**src/rtl/pattern_serializer_m.sv**
```systemverilog
// Serializes BPP*PIXELS pattern rows into one pixel per handshake, optionally mirrored.
// One row is serialized in the shifter while a second row waits in the hold register.
module pattern_serializer_m #(
    parameter int BPP    = 2,
    parameter int PIXELS = 8
) (
    input  logic                  clk,
    input  logic                  rst,
    input  logic                  in_valid,
    output logic                  in_ready,
    input  logic [BPP*PIXELS-1:0] in_pattern,
    input  logic                  in_hflip,
    output logic                  out_valid,
    input  logic                  out_ready,
    output logic [BPP-1:0]        out_pixel,
    output logic                  out_first,
    output logic                  out_last
);

    // state  | meaning
    // S_IDLE | shifter empty, no pixel presented
    // S_BUSY | shifter holds a row, pixel idx presented on out_pixel
    typedef enum logic {S_IDLE, S_BUSY} state_t;

    localparam int W     = BPP * PIXELS;
    localparam int IDX_W = $clog2(PIXELS);
    localparam logic [IDX_W-1:0] IDX_LAST = IDX_W'(PIXELS - 1);

    state_t           state;
    logic [W-1:0]     shreg;
    logic [IDX_W-1:0] idx;
    logic [W-1:0]     hold_pat;
    logic             hold_hflip;
    logic             hold_full;

    logic out_hs;
    logic in_hs;
    logic at_last;
    logic shifter_free;

    // The shifter always emits from its MSBs, so mirroring is applied once at load.
    function automatic logic [W-1:0] orient(input logic [W-1:0] pat, input logic hflip);
        logic [W-1:0] r;
        r = pat;
        if (hflip) begin
            for (int i = 0; i < PIXELS; i++) begin
                r[BPP*(i+1)-1 -: BPP] = pat[BPP*(PIXELS-i)-1 -: BPP];
            end
        end
        return r;
    endfunction

    assign at_last      = (idx == IDX_LAST);
    assign out_hs       = (state == S_BUSY) && out_ready;
    assign in_hs        = in_valid && !hold_full;
    assign shifter_free = (state == S_IDLE) || (at_last && out_hs);

    assign in_ready  = !hold_full;
    assign out_valid = (state == S_BUSY);
    assign out_pixel = shreg[W-1 -: BPP];
    assign out_first = (state == S_BUSY) && (idx == '0);
    assign out_last  = (state == S_BUSY) && at_last;

    always_ff @(posedge clk) begin
        if (rst) begin
            state      <= S_IDLE;
            shreg      <= '0;
            idx        <= '0;
            hold_pat   <= '0;
            hold_hflip <= 1'b0;
            hold_full  <= 1'b0;
        end else if (shifter_free) begin
            idx <= '0;
            if (hold_full) begin
                // in_ready is low while hold_full, so no input row can collide here
                state     <= S_BUSY;
                shreg     <= orient(hold_pat, hold_hflip);
                hold_full <= 1'b0;
            end else if (in_hs) begin
                state <= S_BUSY;
                shreg <= orient(in_pattern, in_hflip);
            end else begin
                state <= S_IDLE;
            end
        end else begin
            if (out_hs) begin
                shreg <= {shreg[W-BPP-1:0], {BPP{1'b0}}};
                idx   <= idx + IDX_W'(1);
            end
            if (in_hs) begin
                hold_pat   <= in_pattern;
                hold_hflip <= in_hflip;
                hold_full  <= 1'b1;
            end
        end
    end

endmodule

```
**config.mk**
```make
export PLATFORM = sky130hd
export DESIGN_NAME = pattern_serializer_m
export DESIGN_NICKNAME = d
export VERILOG_FILES = /design/src/rtl/pattern_serializer_m.sv
export SDC_FILE = /design/constraint.sdc
export NUM_CORES = 1
export LEC_CHECK = 0
export ABC_AREA = 0
export BUFFER_PORTS_ARGS = -buffer_cell sky130_fd_sc_hd__buf_2
export CAP_MARGIN = 30
export CORE_MARGIN = 2
export CORE_UTILIZATION = 45
export CTS_CLUSTER_SIZE = 20
export DETAILED_ROUTE_END_ITERATION = 7
export GPL_ROUTABILITY_DRIVEN = 1
export PLACE_DENSITY_LB_ADDON = 0.1
export SYNTH_ARGS = -nofsm -noshare
export SYNTH_HDL_FRONTEND = slang
export SYNTH_SLANG_ARGS = --single-unit
```
**constraint.sdc**
```tcl
create_clock -name clk -period 3.35 [get_ports clk]
set_clock_uncertainty 0.2 [all_clocks]
set_input_delay 0.5025 -clock clk [delete_from_list [all_inputs] [get_ports clk]]
set_output_delay 0.5025 -clock clk [all_outputs]
set_load 0.01 [all_outputs]
```
# == Yosys cells after proc, flatten, opt, wreduce, memory -nomap -nowiden ==
# Cells that the tools add are included.
# classes
n_addsub,1
mul,0
div,0
n_lt_le_gt_ge,0
n_eq_ne,2
n_shift,0
muxes,8
bitwise,2
n_reduce_logical,12
# ops
op,count
$mux 16,6
$logic_and 1x1->1,5
$reduce_and 2->1,2
$add 3x1->3 const B,1
$eq 3x3->1 const B,1
$logic_not 3->1,1
$ne 3x3->1 const B,1
$mux 1,2
$not 1->1,2
$reduce_bool 2->1,1
$reduce_or 2->1,1
$logic_not 1->1,1
$logic_or 1x1->1,1
# totals
register_bits,38
latchBits,0
ram_bits,0
rom_bits,0
in_bits,21
output_inout_bits,6
word_cells,31
memories,0

# == Logic depth before layout (Yosys ltp) ==
# Gate-level depths: netlist of run 1.
# logic_depth
word_depth,5
ltp_mapped,9
mapped_depth_nobuf,6

# == Least setup slack after synthesis of run 1 ==
# OpenSTA, ideal clock, no wires.
# synth_timing
path_type,register to register
startpoint,register idx[0]
endpoint,register hold_hflip
setup_ps,128
arrival_time_ps,1664
required_ps,3022
slack_ps,1358
path_stages_with_launch,10
n_path_buf,3
synth_period_minus_slack_ps,1992
path_cell_list,dfxtp_1 ha_1 ha_1 a21bo_1 buf_6 nand3b_4 buf_6 buf_12 mux2i_1 nor2_1
# synth_between
elab_chain_cells,5
# synth_lines
element,line,source
from (decl),31,logic [IDX_W-1:0] idx;
from (signal assigned),88,idx <= idx + IDX_W'(1);
$eq 3x3->1,53,assign at_last = (idx == IDX_LAST);
$logic_and 1x1->1,56,assign shifter_free = (state == S_IDLE) || (at_last && out_hs);
$logic_or 1x1->1,56,
$not 1->1 (no source line),n/a,
$reduce_and 2->1 (no source line),n/a,
to (signal assigned),92,hold_hflip <= in_hflip;
to (decl),33,logic hold_hflip;
# No other way between the ends.
# A chain may end at the register's enable or synchronous reset.

# == Worst setup path after layout of run 1 ==
# layout_timing
startpoint,register idx[1]
endpoint,register hold_pat[6]
# layout_between
elab_chain_cells,5
# layout_lines
element,line,source
$eq 3x3->1,53,
$logic_and 1x1->1,56,
$logic_or 1x1->1,56,
$not 1->1 (no source line),n/a,
$reduce_and 2->1 (no source line),n/a,
to (signal assigned),91,hold_pat <= in_pattern;
to (decl),32,logic [W-1:0] hold_pat;
# No other way between the ends.

==> metrics, run 1 <==
RSZ-0062 raised after global routing false; Worst EP required 3.31 ns; antenna violations before repair 0; Site Rows 24; fin crit share 72.13%; Global Route met2 Usage 30.28%; GPL Wtd Cong 0.7976; Synth cell types 27; cell count of the worst reg-to-reg path 6; Critical Path Source Type register; Net Sw Frac 28.20%; Port Buffer Count 26; RR Startpoint idx[1]$_SDFFE_PP0P_; quantity of gates resized following cts 0; wire per inst 13.49 um; Mapped Area 0.002096 mm2; Max-Cap Viols 0; NumNets Final 286; ratio of cells with drive above 1 in the final layout 13.36%; Max VDD drop 239.9 uV; Primary FF master, synth dfxtp_1; flops & latches, synth 38; Slew Limit Fails 0; IO Pins 27; Reg power frac 51.6%; dpl cells 307; Die X 72.25 um; CTS tree built; reg-to-reg endpoint hold_pat[6]$_SDFFE_PP0P_; antenna cells 0; number of synthesized flops with an enable pin 0; largest net degree at the start of global routing 37; CP Class register to register; Critical Path Sink Type register; most common cell after layout, fill and taps aside mux2i_1; vias in the first global route 1,643; Comb pwr share 17.8%; pre-CTS WS 0.9201 ns; Non-Filler Instances 314; Setup Buffers After CTS 0; detailed-route via count 1,688; Pwr Density 434.7 mW/mm2; initial cell density of the core 47.48%; first-pass GRT wire length 7.514 mm; max_slew headroom 38.58%; met1 usage 24.03%; highest-count cells in the layout ignoring fill and taps 47 x mux2i_1, 38 x nor2_1, 38 x dfxtp_1; post-DP HPWL 2.917 mm; Routed Antenna Nets 0; cell count of the worst hold path 3; worst hold path type input pin to register; Die Y 72.25 um; router iterations before antenna repair 6; Worst-path clk slew 0.07 ns; Setup TNS Final 0 ns; final hold slack 0.2653 ns; Reg2Reg Setup Slack 0.93 ns; vias per cell 5.376; Placed Area 0.002177 mm2; final worst slack 0.9335 ns; syn_area_per_cell 8.485 um2; Async SR Flop Fraction 0%; grt total ovfl 0; grt met3 use 5.000%; Fmax 413.8 MHz; CP max FO 18; CP arrival 2.37 ns; H-tree levels 2; total track usage 18.49%; post-route cell area 0.002253 mm2; GR peak layer met2; initial drt markers 62; Gate Count Post-Synth 247; Root Buffer clkbuf_8; Post-Synthesis Net Count 271; DIE AREA 0.005219 mm2; status finished clean; min Tclk post-route 2.417 ns; sw power 0.2762 mW; CORE AREA 0.004414 mm2; clock share of power 30.6%; DRC violations left 0; Leakage 1.033 nW; Final Hold Fails 0; Hold Startpoint in_pattern[11]; yosys synthesis warning count 0; post-synthesis sequential area ratio 36.30%; hold-fix buffers at CTS 0; final WL 4.237 mm; P_int 0.7033 mW; CTS Sinks 38; area grow syn2layout 7.522%; Clk Latency, worst-skew pair 0.29 ns; CTS max path bufs 2; worst-margin pin slew 0.9201 ns; Worst Hold End hold_pat[11]$_SDFFE_PP0P_; final setup fails 0; CTS Buf Count 5
-- how the worst max path moves through the flow --
stage | startpoint | to | slack, ns
final | idx[1]$_SDFFE_PP0P_ | hold_pat[6]$_SDFFE_PP0P_ | 0.93
after floorplan | idx[0]$_SDFFE_PP0P_ | hold_hflip$_SDFFE_PP0P_ | 1.36
after global routing | idx[0]$_SDFFE_PP0P_ | hold_pat[0]$_SDFFE_PP0P_ | 0.68
after global placement | idx[0]$_SDFFE_PP0P_ | hold_pat[13]$_SDFFE_PP0P_ | 0.98
after detailed placement | idx[0]$_SDFFE_PP0P_ | hold_pat[14]$_SDFFE_PP0P_ | 0.92
after CTS | idx[0]$_SDFFE_PP0P_ | hold_pat[14]$_SDFFE_PP0P_ | 0.91
-- cell families after synthesis --
group                    share of synthesized area [%]
AND/OR/NAND/NOR                                  19.64
AO/OA/AOI/OAI                                    12.96
adder cells (fa/ha/maj)                          1.791
multiplexers                                     22.45
flip-flops                                       36.30
buffers and inverters                            6.865
-- worst max-delay path, cell delays in order (launching register included) --
cell      delay, ns
dfxtp_1        0.37
ha_1           0.16
ha_1           0.25
a21bo_1        0.53
nand3b_4       0.46
mux2i_1        0.23
nor2_1         0.05
-- layer usage --
metal  vias up  routed length, um
li1        876                  -
met1       787               2159
met2        20               1880
met3         5                141
met4         0                 56
met5         -                  0
-- cells in the mapped netlist, types with 2 or more instances --
master    instances  share of area (%)
mux2i_1          47                 22
dfxtp_1          38                 36
nor2_1           38                6.8
nand2_1          31                5.6
a211oi_1         16                5.7
nand3_1          14                3.3
o21ai_0          14                3.3
a21oi_1           6                1.4
buf_2             6                1.4
clkbuf_1          6                1.1
buf_4             4                1.4
inv_1             4               0.72
ha_1              3                1.8
nand2b_1          3               0.90
a211o_1           2               0.84
buf_6             2                1.1
nor2b_1           2               0.60
nor3_1            2               0.48
-- registers in the layout (all words and copies together), names as in the netlist --
register,count
hold_full,1
shreg,16
hold_pat,16
idx,3
hold_hflip,1
out_valid,1
-- cell type report --
| cell class | count | area, um2 |
|---|---|---|
| clock buffer | 7 | 76.32 |
| fill | 445 | 2161 |
| inverter | 4 | 15.01 |
| multi-input combinational | 185 | 1191 |
| sequential | 38 | 760.7 |
| tap | 52 | 65.06 |
| timing repair buffer | 28 | 145.1 |
-- per-stage QoR --
step | power (mW) | util [%]
floorplan | 0.6518 | -
global placement | 0.6903 | 49.32
detailed placement | 0.6924 | 49.32
CTS | 0.9898 | 51.05
global route | 1.040 | 51.05
finish | 0.9795 | 51.05
-- power groups by stage --
stage / Combinational, mW / Clock, mW / Sequential [mW]
floorplan: 0.143 / 0 / 0.508
global route: 0.200 / 0.330 / 0.510
detailed placement: 0.177 / 0 / 0.516
finish: 0.174 / 0.300 / 0.506
global placement: 0.175 / 0 / 0.515
CTS: 0.177 / 0.307 / 0.506
Power figures use the tool's default switching activity.
==> inputs of run 2 (changes only) <==
==> constraint.sdc (replaced) <==
create_clock -name clk -period 2.01 [get_ports clk]
set_clock_uncertainty 0.2 [all_clocks]
set_input_delay 0.3015 -clock clk [delete_from_list [all_inputs] [get_ports clk]]
set_output_delay 0.3015 -clock clk [all_outputs]
set_load 0.01 [all_outputs]
==> metrics, run 2 (same netlist as run 1, synthesis figures left out) <==
Site Rows 24 (unchanged); vias in the first global route 1,568 (-4.6%); ratio of cells with drive above 1 in the final layout 17.28% (+3.9 points); initial cell density of the core 47.48% (unchanged); Final Hold Fails 0 (unchanged); antenna violations before repair 0 (unchanged); crit-path cells inv_1 > buf_2; Worst EP required 1.51 ns (-1.80 ns); Fmax 538.3 MHz; CP max FO 10 (-8); Leakage 1.081 nW (+4.6%); Die Y 72.25 um (unchanged); IO Pins 27 (unchanged); detailed-route via count 1,735 (+2.8%); CTS tree built; delay of the slowest cell on the worst path 0.62 ns (+0.09 ns); RR Startpoint idx[0]$_SDFFE_PP0P_; RSZ-0062 raised after global routing false; most common cell after layout, fill and taps aside mux2i_1; worst hold path type input pin to register; H-tree levels 2 (unchanged); Critical Path Sink Type output port; highest-count cells in the layout ignoring fill and taps 47 x mux2i_1, 38 x nor2_1, 38 x dfxtp_1; crit-path leading delay family flip-flops; CP endpoint in_ready; CP arrival 1.36 ns (-1.01 ns); max_slew headroom 67.18% (+29 points); antenna cells 0 (unchanged); layout filler cell count 466 (+4.7%); CP Class register to output port; status finished clean; post-DP HPWL 3.105 mm (+6.4%); Pwr Density 702.9 mW/mm2 (+62%); Critical Path Source Type register; initial drt markers 64 (+3.2%); crit path from hold_full$_SDFFE_PP0P_; Final Power 1.647 mW (+68%); Worst-path clk slew 0.07 ns (about the same); GPL Wtd Cong 0.8151 (+2.2%); DIE AREA 0.005219 mm2 (unchanged); area grow syn2layout 11.82%; Multi-input gate area 0.001194 mm2 (+0.21%); reg-to-reg endpoint hold_pat[10]$_SDFFE_PP0P_; final WL 4.428 mm (+4.5%); Root Buffer clkbuf_8; total track usage 18.57% (+0.080 points); Slew Limit Fails 0 (unchanged); CORE AREA 0.004414 mm2 (unchanged); fin crit share 92.43%; Routed Antenna Nets 0 (unchanged); WP buf/inv 2 (+2); router iterations before antenna repair 4 (-2); worst-margin pin slew 0.4923 ns (-0.4278 ns); Crit-path slowest cell dfxtp_1; Seq. cell area 760.7 um2 (unchanged); first-pass GRT wire length 7.369 mm (-1.9%); NumNets Final 296 (+3.5%); Reg2Reg Setup Slack 0.16 ns (-0.77 ns); Finished Core Util 53.09% (+2.0 points); wire per inst 13.67 um (+1.3%); Max VDD drop 403.8 uV (+68%); CTS Sinks 38 (unchanged); final setup fails 0 (unchanged); Placed Area 0.002237 mm2 (+2.8%); biggest regs hold_pat x16, shreg x16, idx x3; Max-Cap Viols 0 (unchanged); CTS max path bufs 2 (unchanged); min Tclk post-route 1.858 ns; Port Buffer Count 26 (unchanged); post-route cell area 0.002344 mm2 (+4.0%); grt total ovfl 0 (unchanged); DRC violations left 0 (unchanged); Die X 72.25 um (unchanged); vias per cell 5.355 (-0.39%); largest net degree at the start of global routing 20 (-46%); Clk Latency, worst-skew pair 0.29 ns (about the same); cell count of the worst reg-to-reg path 7 (+1); WP depth 2 (-4); CTS Buf Count 5 (unchanged)
==> run 2: cell type report <==
class,count,area share (%)
flip-flops and latches,38,32.46
repair buffers,38,9.931
well taps,52,2.776
clock buffers,7,3.257
inverters,4,0.6407
multi-input cells,185,50.93
==> run 2: worst reg2reg max path: cells and delay by family (launching register included) <==
kind            cells  cell delay, ns
mux                 1            0.15
compound gates      1            0.26
simple gates        2            0.23
flops               1            0.32
buf+inv             1            0.18
fa+ha+maj           2            0.40
==> run 2: per-layer routing <==
| layer | wire length, um | vias to the layer above | track usage [%] |
|---|---|---|---|
| li1 | - | 900 | - |
| met1 | 2094 | 799 | 25.07 |
| met2 | 2055 | 32 | 28.64 |
| met3 | 226 | 4 | 5.139 |
| met4 | 51 | 0 | 6.289 |
| met5 | 0 | - | 0 |
==> run 2: worst min-delay path by stage <==
| stage | start | to | slack, ns | cells past startpoint |
|---|---|---|---|---|
| floorplan | in_pattern[0] | hold_pat[0]$_SDFFE_PP0P_ | 0.25 | 2 |
| global placement | shreg[0]$_SDFFE_PP0P_ | shreg[0]$_SDFFE_PP0P_ | 0.26 | 2 |
| global route | in_pattern[6] | hold_pat[6]$_SDFFE_PP0P_ | 0.08 | 3 |
| CTS | in_pattern[1] | hold_pat[1]$_SDFFE_PP0P_ | 0.07 | 3 |
| detailed placement | shreg[0]$_SDFFE_PP0P_ | shreg[0]$_SDFFE_PP0P_ | 0.26 | 2 |
| finish | in_pattern[1] | hold_pat[1]$_SDFFE_PP0P_ | 0.07 | 3 |
==> run 2: power by group <==
part,internal (mW),switching [mW]
Combinational,0.143,0.173
Clock,0.239,0.253
Sequential,0.807,0.0331
==> run 2: timing repair <==
item	CTS	global route
hold buffers	0	0
gates resized for setup	0	4
endpoints found under the setup margin	17	13
setup buffers	2	0
==> run 2: through the flow <==
step           cells  setup TNS, ns  setup WS, ns  hold WS, ns
2_1_floorplan    247              0       0.01825       0.2454
3_3_place_gp     315       -0.03574     -0.008839       0.2573
3_5_place_dp     315        -0.5111      -0.04627       0.2630
4_1_cts          324              0       0.07375      0.06801
5_1_grt          324              0       0.04851      0.08203
6_report         324              0        0.1522      0.07043
==> inputs of run 3 (changes only) <==
--- a/config.mk
+++ b/config.mk
@@ -8,12 +8,13 @@
 export ABC_AREA = 0
 export BUFFER_PORTS_ARGS = -buffer_cell sky130_fd_sc_hd__buf_2
 export CAP_MARGIN = 30
-export CORE_MARGIN = 2
+export CORE_MARGIN = 3
 export CORE_UTILIZATION = 45
 export CTS_CLUSTER_SIZE = 20
 export DETAILED_ROUTE_END_ITERATION = 7
 export GPL_ROUTABILITY_DRIVEN = 1
-export PLACE_DENSITY_LB_ADDON = 0.1
+export MAX_ROUTING_LAYER = met4
+export PLACE_DENSITY_LB_ADDON = 0.25
 export SYNTH_ARGS = -nofsm -noshare
 export SYNTH_HDL_FRONTEND = slang
 export SYNTH_SLANG_ARGS = --single-unit
==> metrics, run 3 (same netlist as run 1, synthesis figures left out) <==
status finished clean; Die Y 74.25 um (+2.8%); Reg2Reg Setup Slack 0.05 ns (-0.11 ns); P_int 1.323 mW (+11%); clock share of power 35.5% (+5.7 points); Leakage 1.116 nW (+3.2%); final WL 4.443 mm (+0.34%); min Tclk post-route 1.958 ns (+0.1005 ns); Root Buffer clkbuf_8; pre-CTS WS 0.04078 ns (+0.08705 ns); final setup fails 0 (unchanged); Worst EP required 2.02 ns (+0.51 ns); router iterations before antenna repair 4 (unchanged); crit path from idx[0]$_SDFFE_PP0P_; detailed-route via count 1,755 (+1.2%); CTS Sinks 38 (unchanged); largest net degree at the start of global routing 22 (+10%); DIE AREA 0.005512 mm2 (+5.6%); post-DP HPWL 3.087 mm (-0.58%); CP max FO 8 (-2); highest-count cells in the layout ignoring fill and taps 47 x mux2i_1, 38 x nor2_1, 37 x dfxtp_1; Clk Latency, worst-skew pair 0.29 ns (about the same); CP arrival 1.97 ns (+0.61 ns); antenna violations before repair 0 (unchanged); hold-fix buffers at CTS 0 (unchanged); NumNets Final 297 (+0.34%); Critical Path Sink Type register; Max-Cap Viols 0 (unchanged); grt total ovfl 0 (unchanged); layout filler cell count 414 (-11%); Fmax 510.7 MHz (-5.1%); vias per cell 5.383 (+0.53%); initial cell density of the core 47.48% (unchanged); CTS max path bufs 2 (unchanged); Worst-path clk slew 0.08 ns (about the same); Global Route met2 Usage 27.85% (-0.79 points); Die X 74.25 um (+2.8%); Routed Antenna Nets 0 (unchanged); GR peak layer met2; Final Hold Fails 0 (unchanged); CTS Buf Count 5 (unchanged); IO Pins 27 (unchanged); Critical Path Source Type register; biggest regs hold_pat x16, shreg x16, idx x3; Non-Filler Instances 326 (+0.62%); CP Class register to register; grt met3 use 4.324% (-0.81 points); Site Rows 24 (unchanged); Pwr Density 748.5 mW/mm2 (+6.5%); Comb pwr share 18.3% (-0.9 points); GPL Wtd Cong 0.8395 (+3.0%); Max VDD drop 437.6 uV (+8.4%); Port Buffer Count 26 (unchanged); DRC violations left 0 (unchanged); dpl cells 317 (+0.63%); total track usage 18.05% (-0.52 points); cell count of the worst reg-to-reg path 8 (+1); wire per inst 13.63 um (-0.28%); Net Sw Frac 26.99% (-0.87 points); max_slew headroom 67.94% (+0.76 points); most common cell after layout, fill and taps aside mux2i_1; worst hold path type input pin to register; Setup TNS Final 0 ns (unchanged); antenna cells 0 (unchanged); H-tree levels 2 (unchanged); met1 usage 22.94% (-2.1 points); first-pass GRT wire length 7.403 mm (+0.46%); reg-to-reg endpoint shreg[10]$_SDFFE_PP0P_; RR Startpoint idx[0]$_SDFFE_PP0P_; worst-margin pin slew 0.4810 ns (-0.01136 ns); quantity of gates resized following cts 0 (unchanged); final worst slack 0.05172 ns (-0.1005 ns); Setup Buffers After CTS 0 (-2); area grow syn2layout 15.52%; sw power 0.4892 mW (+6.6%); fin crit share 97.43% (+5.0 points); initial drt markers 55 (-14%); Slew Limit Fails 0 (unchanged); vias in the first global route 1,631 (+4.0%); Reg power frac 46.2% (-4.8 points); CORE AREA 0.004414 mm2 (unchanged); ratio of cells with drive above 1 in the final layout 20.44% (+3.2 points); final hold slack 0.06447 ns (-0.005965 ns); CP endpoint shreg[10]$_SDFFE_PP0P_; CTS tree built
[run 3: area by class of cell]
cell class | instances | area, um2 | area share [%]
flip-flops and latches | 38 | 762.0 | 31.47
repair buffers | 39 | 256.5 | 10.59
clock buffers | 5 | 68.82 | 2.842
inverters | 4 | 15.01 | 0.6202
clock inverters | 3 | 40.04 | 1.654
well taps | 52 | 65.06 | 2.687
multi-input cells | 185 | 1214 | 50.13
[run 3: per-stage QoR]
stage	utilization (%)	area (um2)	power [mW]
floorplan	-	2096	1.086
global placement	51.59	2277	1.169
detailed placement	51.59	2277	1.173
CTS	54.05	2386	1.819
global route	54.85	2421	1.910
finish	54.85	2421	1.812
[run 3: per-layer routing]
layer / vias to the layer above / wire [um] / share of wire [%]
met5: - / 0 / 0
met4: 0 / 101 / 2.3
met3: 11 / 201 / 4.5
met2: 36 / 1993 / 45
met1: 800 / 2146 / 48
li1: 908 / - / -
[run 3: worst min path at each step]
stage                                endpoint  cells after the start  slack [ns]                  start
detailed placement      shreg[1]$_SDFFE_PP0P_                      2        0.26  shreg[1]$_SDFFE_PP0P_
CTS                 hold_pat[10]$_SDFFE_PP0P_                      3        0.06         in_pattern[10]
global route         hold_pat[1]$_SDFFE_PP0P_                      3        0.08          in_pattern[1]
finish               hold_pat[0]$_SDFFE_PP0P_                      3        0.06          in_pattern[0]
floorplan            hold_pat[0]$_SDFFE_PP0P_                      2        0.25          in_pattern[0]
global placement        shreg[0]$_SDFFE_PP0P_                      2        0.26  shreg[0]$_SDFFE_PP0P_
[run 3: power by group through the flow]
| stage | registers (mW) | logic (mW) | clock network [mW] |
|---|---|---|---|
| 2_1_floorplan | 0.847 | 0.239 | 0 |
| 3_3_place_gp | 0.853 | 0.316 | 0 |
| 3_5_place_dp | 0.854 | 0.319 | 0 |
| 4_1_cts | 0.836 | 0.320 | 0.663 |
| 5_1_grt | 0.845 | 0.373 | 0.692 |
| 6_report | 0.837 | 0.332 | 0.643 |
[run 3: worst max-delay path, cell delays in order (launching register included)]
cell      delay (ns)
dfxtp_1         0.32
ha_1            0.20
ha_2            0.18
buf_4           0.15
nand2b_1        0.16
a22oi_2         0.22
buf_4           0.21
nor2_1          0.04
a211oi_1        0.20
